==> src/rtl/isa_pkg.sv <==
// Shared ISA constants, instruction layout and fetch FSM state type for the
// instruction fetch unit.
package isa_pkg;

   localparam int INSTR_W = 14;
   localparam int ADDR_W  = 6;

   localparam int OPC_MSB = 13;
   localparam int OPC_LSB = 10;

   localparam logic [3:0]         OPC_NOP   = 4'hE;
   localparam logic [3:0]         OPC_HALT  = 4'hF;
   localparam logic [INSTR_W-1:0] NOP_INSTR = 14'h3800;

   typedef struct packed {
      logic [3:0] opcode;
      logic [1:0] rd;
      logic [7:0] imm;
   } instr_t;

   typedef enum logic [1:0] {
      S_IDLE = 2'd0,
      S_RUN  = 2'd1,
      S_DONE = 2'd2
   } fetch_state_e;

   function automatic logic is_halt(input logic [INSTR_W-1:0] word);
      return word[OPC_MSB:OPC_LSB] == OPC_HALT;
   endfunction

endpackage

==> src/rtl/instr_fetch_unit_if.sv <==
// Bus between the fetch unit and its environment: program load, run control,
// core feedback (stall/jump) and the instruction stream to the core.
interface instr_fetch_unit_if
   import isa_pkg::*;
#(
   parameter int AW = ADDR_W,
   parameter int IW = INSTR_W
);
   logic          prog_we;
   logic [AW-1:0] prog_addr;
   logic [IW-1:0] prog_data;
   logic          start;
   logic          halt_req;
   logic          stall;
   logic          jmp_en;
   logic [AW-1:0] jmp_addr;
   logic [IW-1:0] instr;
   logic          instr_valid;
   logic [AW-1:0] pc;
   logic          running;
   logic          done;

   modport master (
      output prog_we, prog_addr, prog_data, start, halt_req, stall, jmp_en, jmp_addr,
      input  instr, instr_valid, pc, running, done
   );

   modport slave (
      input  prog_we, prog_addr, prog_data, start, halt_req, stall, jmp_en, jmp_addr,
      output instr, instr_valid, pc, running, done
   );
endinterface

==> src/rtl/instr_fetch_unit_prog_mem.sv <==
// Program memory for the fetch unit: 2**AW x IW words, synchronous write,
// combinational read.
module prog_mem
   import isa_pkg::*;
#(
   parameter int AW = ADDR_W,
   parameter int IW = INSTR_W
) (
   input  logic          clk,
   input  logic          we,
   input  logic [AW-1:0] waddr,
   input  logic [IW-1:0] wdata,
   input  logic [AW-1:0] raddr,
   output logic [IW-1:0] rdata
);

   logic [IW-1:0] mem [2**AW];

   // NOTE: the array has no reset so it maps onto RAM and keeps its program across rst.
   always_ff @(posedge clk) begin
      if (we) begin
         mem[waddr] <= wdata;
      end
   end

   assign rdata = mem[raddr];

endmodule

==> src/rtl/instr_fetch_unit.sv <==
// Self-sequencing instruction fetch: program memory, PC and IDLE/RUN/DONE FSM.
// Define FETCH_LOOP_EN to make a HALT opcode restart the program at address 0.
module instr_fetch_unit
   import isa_pkg::*;
#(
   parameter int AW = ADDR_W,
   parameter int IW = INSTR_W
) (
   input logic               clk,
   input logic               rst,
   instr_fetch_unit_if.slave bus
);

   fetch_state_e  state_q, state_d;
   logic [AW-1:0] pc_q, pc_d;
   logic [IW-1:0] instr_q, instr_d;
   logic          valid_q, valid_d;
   logic          mem_we;
   logic [IW-1:0] rd_data;

   prog_mem #(.AW(AW), .IW(IW)) u_prog_mem (
      .clk   (clk),
      .we    (mem_we),
      .waddr (bus.prog_addr),
      .wdata (bus.prog_data),
      .raddr (pc_q),
      .rdata (rd_data)
   );

   // NOTE: every variable gets a default first so no path through the case infers a latch.
   always_comb begin
      state_d = state_q;
      pc_d    = pc_q;
      instr_d = instr_q;
      valid_d = valid_q;
      mem_we  = 1'b0;

      unique case (state_q)
         S_RUN: begin
            if (bus.halt_req) begin
               state_d = S_DONE;
               instr_d = NOP_INSTR;
               valid_d = 1'b0;
            end else if (bus.jmp_en) begin
               pc_d    = bus.jmp_addr;
               instr_d = NOP_INSTR;
               valid_d = 1'b0;
            end else if (!bus.stall) begin
               if (is_halt(rd_data)) begin
                  // HALT is swallowed; the core only ever sees a bubble.
                  instr_d = NOP_INSTR;
                  valid_d = 1'b0;
`ifdef FETCH_LOOP_EN
                  pc_d    = '0;
`else
                  state_d = S_DONE;
`endif
               end else begin
                  instr_d = rd_data;
                  valid_d = 1'b1;
                  pc_d    = pc_q + AW'(1);
               end
            end
         end
         default: begin
            // IDLE and DONE: program loading allowed, start launches from address 0.
            mem_we = bus.prog_we;
            if (bus.start) begin
               state_d = S_RUN;
               pc_d    = '0;
               instr_d = NOP_INSTR;
               valid_d = 1'b0;
            end
         end
      endcase
   end

   // NOTE: state flops use non-blocking assignments so all of them update together at the edge.
   always_ff @(posedge clk or negedge rst) begin
      if (!rst) begin
         state_q <= S_IDLE;
         pc_q    <= '0;
         instr_q <= NOP_INSTR;
         valid_q <= 1'b0;
      end else begin
         state_q <= state_d;
         pc_q    <= pc_d;
         instr_q <= instr_d;
         valid_q <= valid_d;
      end
   end

   assign bus.instr       = instr_q;
   assign bus.instr_valid = valid_q;
   assign bus.pc          = pc_q;
   assign bus.running     = (state_q == S_RUN);
   assign bus.done        = (state_q == S_DONE);

endmodule

==> src/flat_wrapper.sv <==
// flat-port wrapper written by rule: the top's interface ports become plain ports
module instr_fetch_unit_flat import isa_pkg::*;
#(
   parameter int AW = ADDR_W,
   parameter int IW = INSTR_W
)
  (clk, rst, bus_prog_we, bus_prog_addr, bus_prog_data, bus_start, bus_halt_req, bus_stall, bus_jmp_en, bus_jmp_addr, bus_instr, bus_instr_valid, bus_pc, bus_running, bus_done);
  instr_fetch_unit_if #(.AW(AW), .IW(IW)) bus_i ();
  input logic clk;
  input logic rst;
  input wire logic [$bits(bus_i.prog_we)-1:0] bus_prog_we;
  input wire logic [$bits(bus_i.prog_addr)-1:0] bus_prog_addr;
  input wire logic [$bits(bus_i.prog_data)-1:0] bus_prog_data;
  input wire logic [$bits(bus_i.start)-1:0] bus_start;
  input wire logic [$bits(bus_i.halt_req)-1:0] bus_halt_req;
  input wire logic [$bits(bus_i.stall)-1:0] bus_stall;
  input wire logic [$bits(bus_i.jmp_en)-1:0] bus_jmp_en;
  input wire logic [$bits(bus_i.jmp_addr)-1:0] bus_jmp_addr;
  output wire logic [$bits(bus_i.instr)-1:0] bus_instr;
  output wire logic [$bits(bus_i.instr_valid)-1:0] bus_instr_valid;
  output wire logic [$bits(bus_i.pc)-1:0] bus_pc;
  output wire logic [$bits(bus_i.running)-1:0] bus_running;
  output wire logic [$bits(bus_i.done)-1:0] bus_done;
  assign bus_i.prog_we = bus_prog_we;
  assign bus_i.prog_addr = bus_prog_addr;
  assign bus_i.prog_data = bus_prog_data;
  assign bus_i.start = bus_start;
  assign bus_i.halt_req = bus_halt_req;
  assign bus_i.stall = bus_stall;
  assign bus_i.jmp_en = bus_jmp_en;
  assign bus_i.jmp_addr = bus_jmp_addr;
  assign bus_instr = bus_i.instr;
  assign bus_instr_valid = bus_i.instr_valid;
  assign bus_pc = bus_i.pc;
  assign bus_running = bus_i.running;
  assign bus_done = bus_i.done;
  instr_fetch_unit #(.AW(AW), .IW(IW)) u_core (.clk(clk), .rst(rst), .bus(bus_i));
endmodule
==> config.mk <==
export PLATFORM = sky130hd
export DESIGN_NAME = instr_fetch_unit_flat
export DESIGN_NICKNAME = d
export VERILOG_FILES = /design/src/rtl/isa_pkg.sv /design/src/rtl/instr_fetch_unit_if.sv /design/src/rtl/instr_fetch_unit_prog_mem.sv /design/src/rtl/instr_fetch_unit.sv /design/src/flat_wrapper.sv
export SDC_FILE = /design/constraint.sdc
export NUM_CORES = 1
export LEC_CHECK = 0
export BUFFER_PORTS_ARGS = -buffer_cell sky130_fd_sc_hd__buf_2
export CELL_PAD_IN_SITES_DETAIL_PLACEMENT = 1
export CELL_PAD_IN_SITES_GLOBAL_PLACEMENT = 2
export CORE_ASPECT_RATIO = 2
export CORE_MARGIN = 1
export CORE_UTILIZATION = 50
export CTS_CLUSTER_SIZE = 28
export DETAILED_ROUTE_END_ITERATION = 6
export GPL_TIMING_DRIVEN = 0
export PLACE_DENSITY = 0.86
export SYNTH_ARGS = -nofsm -noshare
export SYNTH_HDL_FRONTEND = slang
export SYNTH_SLANG_ARGS = --single-unit
==> constraint.sdc <==
create_clock -name clk -period 8.05 [get_ports clk]
set_input_delay 1.2075 -clock clk [delete_from_list [all_inputs] [get_ports clk]]
set_output_delay 1.2075 -clock clk [all_outputs]
set_load 0.03 [all_outputs]
==> Word-level counts from Yosys, hierarchy flattened <==
Memories as Yosys holds them, arrays and structs flattened.
Index checks and enable logic that the tools add are counted.
Widths: inputs -> output; s select.
{ "classes": {"reduce_logical": 4, "n_eq_ne": 10, "n_mux": 27, "add_sub_neg": 1} }
{ "ops": {"columns": ["op", "count"], "rows": [
  ["$mux 14", 6],
  ["$mux 6", 6],
  ["$mux 2", 6],
  ["$ne 3x3->1 const B", 4],
  ["$mux 1", 9],
  ["$reduce_and 4->1", 2],
  ["$add 6x1->6 const B", 1],
  ["$eq 4x4->1 const B", 1],
  ["$ne 4x4->1 const B", 1],
  ["$ne 3x2->1 const B", 1],
  ["$eq 2x1->1 const B", 1],
  ["$eq 2x2->1 const B", 1],
  ["$ne 2x2->1 const B", 1],
  ["$reduce_and 2->1", 1],
  ["$reduce_bool 2->1", 1]
]} }
{ "word_totals": {"wordCells": 47, "reg_bits": 23, "input_bits": 33, "mem_bits_rw": 896, "output_inout_bits": 23, "memories": 1} }
{ "memory_table": {"columns": ["memory", "depth", "word_bits", "rd", "rd_clocked_by_memory_dff", "write_ports", "line_no", "text"], "rows": [
  ["u_core.u_prog_mem.mem", 64, 14, 1, 0, 1, "instr_fetch_unit_prog_mem.sv:17", "logic [IW-1:0] mem [2**AW];"]
]} }

==> Depth between registers and ports, before layout <==
An unclocked memory read counts as a cell.
{ "depth": {"word_depth": 7, "ltp_mapped": 13, "mapped_depth_nobuf": 8} }

==> Cells and area by module <==
Synthesis repeated with hierarchy kept, for this count alone.
{ "hier_totals": {"cells_unflattened": 1657, "hier_area_um2": 35700.5} }
{ "by_module_without_submodules": {"columns": ["mod", "seq_area_each_um2", "cells_each", "area_each_um2", "n_inst"], "rows": [
  ["prog_mem", 26905.8, 1557, 34598.2, 1],
  ["instr_fetch_unit", 579.3, 100, 1102.3, 1]
]} }

==> Worst setup path after synthesis <==
No wires, ideal clock.
{ "synth_path": {"kind": "reg2reg", "start": "register u_core.pc_q[1] (netlist: u_core.bus.pc[1])", "end": "register u_core.instr_q[1] (netlist: u_core.bus.instr[1])", "t_arrival_ps": 3353, "period_less_slack_ps": 3474, "required_ps": 7929, "stages_incl_launch_ff": 10, "n_path_buf": 5, "setup_slack_ps": 4576, "setup_ps": 121, "path_cell_list": "dfrtp_1 buf_2 buf_2 buf_2 clkbuf_1 clkbuf_1 mux4_2 mux4_2 mux4_2 a22o_1"} }
{ "synth_via": {"elab_chain_cells": 7} }
{ "synth_lines": {"columns": ["item", "line_no", "text"], "rows": [
  ["from (decl)", "instr_fetch_unit.sv:15", "logic [AW-1:0] pc_q, pc_d;"],
  ["from (signal assigned)", "instr_fetch_unit.sv:87", "pc_q <= pc_d;"],
  ["$mem_v2 64x14 (*)", null, null],
  ["$eq 4x4->1", "isa_pkg.sv:28", "return word[OPC_MSB:OPC_LSB] == OPC_HALT;"],
  ["$mux 14 (*)", "instr_fetch_unit.sv:49", "if (is_halt(rd_data)) begin"],
  ["$mux 14 (*)", "instr_fetch_unit.sv:48", "end else if (!bus.stall) begin"],
  ["$mux 14 (*)", "instr_fetch_unit.sv:44", "end else if (bus.jmp_en) begin"],
  ["$mux 14 (*)", "instr_fetch_unit.sv:40", "if (bus.halt_req) begin"],
  ["$mux 14 (*)", "instr_fetch_unit.sv:38", "unique case (state_q)"],
  ["to (signal assigned)", "instr_fetch_unit.sv:88", "instr_q <= instr_d;"],
  ["to (decl)", "instr_fetch_unit.sv:16", "logic [IW-1:0] instr_q, instr_d;"]
]} }
Mark *: on every way between the ends. The rest lies on a longest branch, timed or not. The select of a mux whose other input is x is not followed.
A chain may end at the register's enable or synchronous reset.

==> Worst setup path in the final report <==
{ "layout_path": {"start": "register u_core.pc_q[1] (netlist: u_core.bus.pc[1])", "end": "register u_core.instr_q[4] (netlist: u_core.bus.instr[4])"} }
The elaborated chain is that of the path after synthesis.

==> flow_summary.json <==
{
  "status": "finished, final reports clean",
  "fmaxAchievable_mhz": 195,
  "syn_inst": 1550,
  "arrival_ps": 5660,
  "path_class": "flop to flop",
  "die_x_microns": 191,
  "grt_overflow": 0,
  "synthArstFlopShare_pct": 2.50,
  "worst_slack_ps": 2920,
  "p_leak_nw": 12.6,
  "drt-wirelength-per-cell_microns": 38.0,
  "yosysSeqAreaShare_pct": 77.1,
  "synthTopCellsByCount": "896 x edfxtp_1, 240 x mux4_2, 82 x nor2_1",
  "synthesis.area_sq_um": 35700,
  "coreArea_sq_um": 70600,
  "cts_setup_buffers": 0,
  "drcViolationCount": 0,
  "ys_types": 54,
  "place_ws_ps": 2920,
  "io_buffers": 52,
  "area_growth_pct": 13.8,
  "ir_drop_v": 0.000155,
  "vias": 18100,
  "place_hpwl_microns": 69800,
  "htreeDepth": 3,
  "yosys_warnings": 0,
  "synthTopCellsByArea": "edfxtp_1 75%, mux4_2 15%, dfrtp_1 1.4%",
  "cts.repair.resized": 0,
  "yosys.cell_count.top_type": "edfxtp_1",
  "grt_pass1_vias": 18800,
  "hold_class": "flop to flop",
  "drv_cap": 0,
  "drive_gt1_share_pct": 33.5,
  "synth.top_cell.area_share_pct": 75.5,
  "num-nets-final": 1771,
  "fin_crit_sh_pct": 63.8,
  "clk_latency_ps": 660,
  "yosysTopAreaCell": "edfxtp_1",
  "cp.required_ps": 8580,
  "cts.clk_slew.worst_paths_ps": 70,
  "hold_violations": 0,
  "max_slew.worst_pin.slew_ps": 1490,
  "clock_sinks": 919,
  "initial_core_util_pct": 50.5,
  "cts_root_buf": "clkbuf_16",
  "drv_slew": 0,
  "cts_tree": "yes",
  "fin_skew_ps": 16.3,
  "grt_pass1_wl_microns": 143000,
  "drtPass1Iterations": 5,
  "drt_wl_total_microns": 103000,
  "grt_max_degree": 65,
  "final_antenna_net_count": 0,
  "avgSynthCellArea_sq_um": 23.0,
  "antenna_found_initial": 9,
  "cts-hold-fix-buffers": 0,
  "synth_nets": 1584,
  "dieArea_sq_um": 72500,
  "powerDensity_nw_per_um2": 308,
  "setup_violations": 0,
  "cts.path.max_buffers": 3,
  "fin_tns_setup_ps": 0,
  "track_usage_pct": 29.3,
  "synth_edf_count": 896,
  "timing.slew.headroom_pct": 0.390,
  "ys.flop_type": "edfxtp_1",
  "rsz0062_at_grt": "no",
  "cts_buffers": 76,
  "gp_congestion": 0.849,
  "drtIter0Drc": 2290,
  "die_h_microns": 380,
  "critPathCaptureType": "flop",
  "ys_ff_latch": 919,
  "ios": 56,
  "cp-start-kind": "flop",
  "rows": 138,
  "finalCriticalPeriod_ps": 5130,
  "via_per_inst": 6.67,
  "crit_fanout": 10
}
final timing paths:
path                                             end                 start  slack, ps  depth (start not counted)
worst min register to register  u_core.bus.instr[10]  u_core.bus.instr[10]        500                          2
min in group asynchronous          u_core.state_q[1]                   rst        530                          1
worst max register to register   u_core.bus.instr[4]      u_core.bus.pc[1]       2920                          9
worst min-delay path            u_core.bus.instr[10]  u_core.bus.instr[10]        500                          2
worst max-delay path             u_core.bus.instr[4]      u_core.bus.pc[1]       2920                          9
max in group asynchronous       u_core.bus.instr[13]                   rst       7150                          1
per-layer routing:
layer  track usage [%]  part of all wire [%]  routed length (microns)
met1              33.0                    32                    33000
met2              51.0                    54                    55200
met3              4.85                   7.1                     7270
met4              18.5                   7.1                     7360
met5                 0                 0.013                       13
flip-flops by register name (all words and copies together) (netlist names):
signal                  cells
u_core.bus.instr_valid      1
u_core.state_q              2
u_core.u_prog_mem.mem     896
u_core.bus.instr           14
u_core.bus.pc               6
power by group:
group	switching, W	leakage, nW	total [W]	internal (W)
clock network	0.00170	1.22	0.00384	0.00214
logic	0.00189	3.04	0.00329	0.00140
registers	0.0000639	8.36	0.00537	0.00531
total	0.00365	12.6	0.0125	0.00885
critical path, stage by stage (launching register included):
cell	delay, ps
dfrtp_1	660
buf_2	380
buf_2	390
buf_2	440
clkbuf_1	670
clkbuf_1	760
mux4_2	500
mux4_2	500
mux4_2	490
a22o_1	200
layout by cell type, fill, tap and decap left out, types with 6 or more instances in the layout:
cell type   synthesis  layout
mux4_1             16      16
mux4_2            240     240
clkbuf_1           33      46
buf_6               4      10
buf_2              32      84
nand3_1            10      10
a21oi_1            13      13
clkinvlp_4          0       6
clkinv_2            0      12
buf_8               0      50
mux2i_1            24      24
edfxtp_1          896     896
nor2b_1             6       6
o21ai_0             6       6
diode_2             0       6
clkinv_1            0       8
a22o_1             13      13
mux2_2             28      28
bufinv_16           0       9
a221oi_1            6       6
a22oi_1             8       8
buf_1               8       8
dfrtp_1            20      20
nor2_2              1      62
o221ai_1            6       6
nand2_1            31      31
nor2_1             82      21
clkbuf_16           0      81
kinds of logic after synthesis:
group	count (synthesis)	synth area share, %
compound gates	81	1.70
xor+xnor	2	0.0491
fa+ha+maj	1	0.0351
buf+inv	87	1.34
flops	919	77.1
mux	308	17.9
simple gates	152	1.90
area by class of cell:
| type | instances | area (sq um) |
|---|---|---|
| diodes | 6 | 15.0 |
| repair buffers | 109 | 1090 |
| flip-flops and latches | 919 | 27500 |
| multi-input cells | 544 | 7850 |
| clock inverters | 38 | 432 |
| fillers | 5839 | 30000 |
| clock buffers | 95 | 2090 |
| well taps | 910 | 1140 |
| plain buffers | 82 | 459 |
| inverters | 5 | 18.8 |
per-stage QoR:
step | total power [W] | utilization, % | hold WS [ps] | instances | instance area [sq um]
4_1_cts | 0.0125 | 57.4 | 496 | 2700 | 40500
5_1_grt | 0.0127 | 57.4 | 524 | 2706 | 40600
3_5_place_dp | 0.00874 | 53.8 | 481 | 2567 | 38000
2_1_floorplan | 0.00751 | - | 460 | 1550 | 35700
6_report | 0.0125 | 57.5 | 495 | 2708 | 40600
3_3_place_gp | 0.00861 | 52.5 | 459 | 2512 | 37100
(Power assumes the default switching activity.)
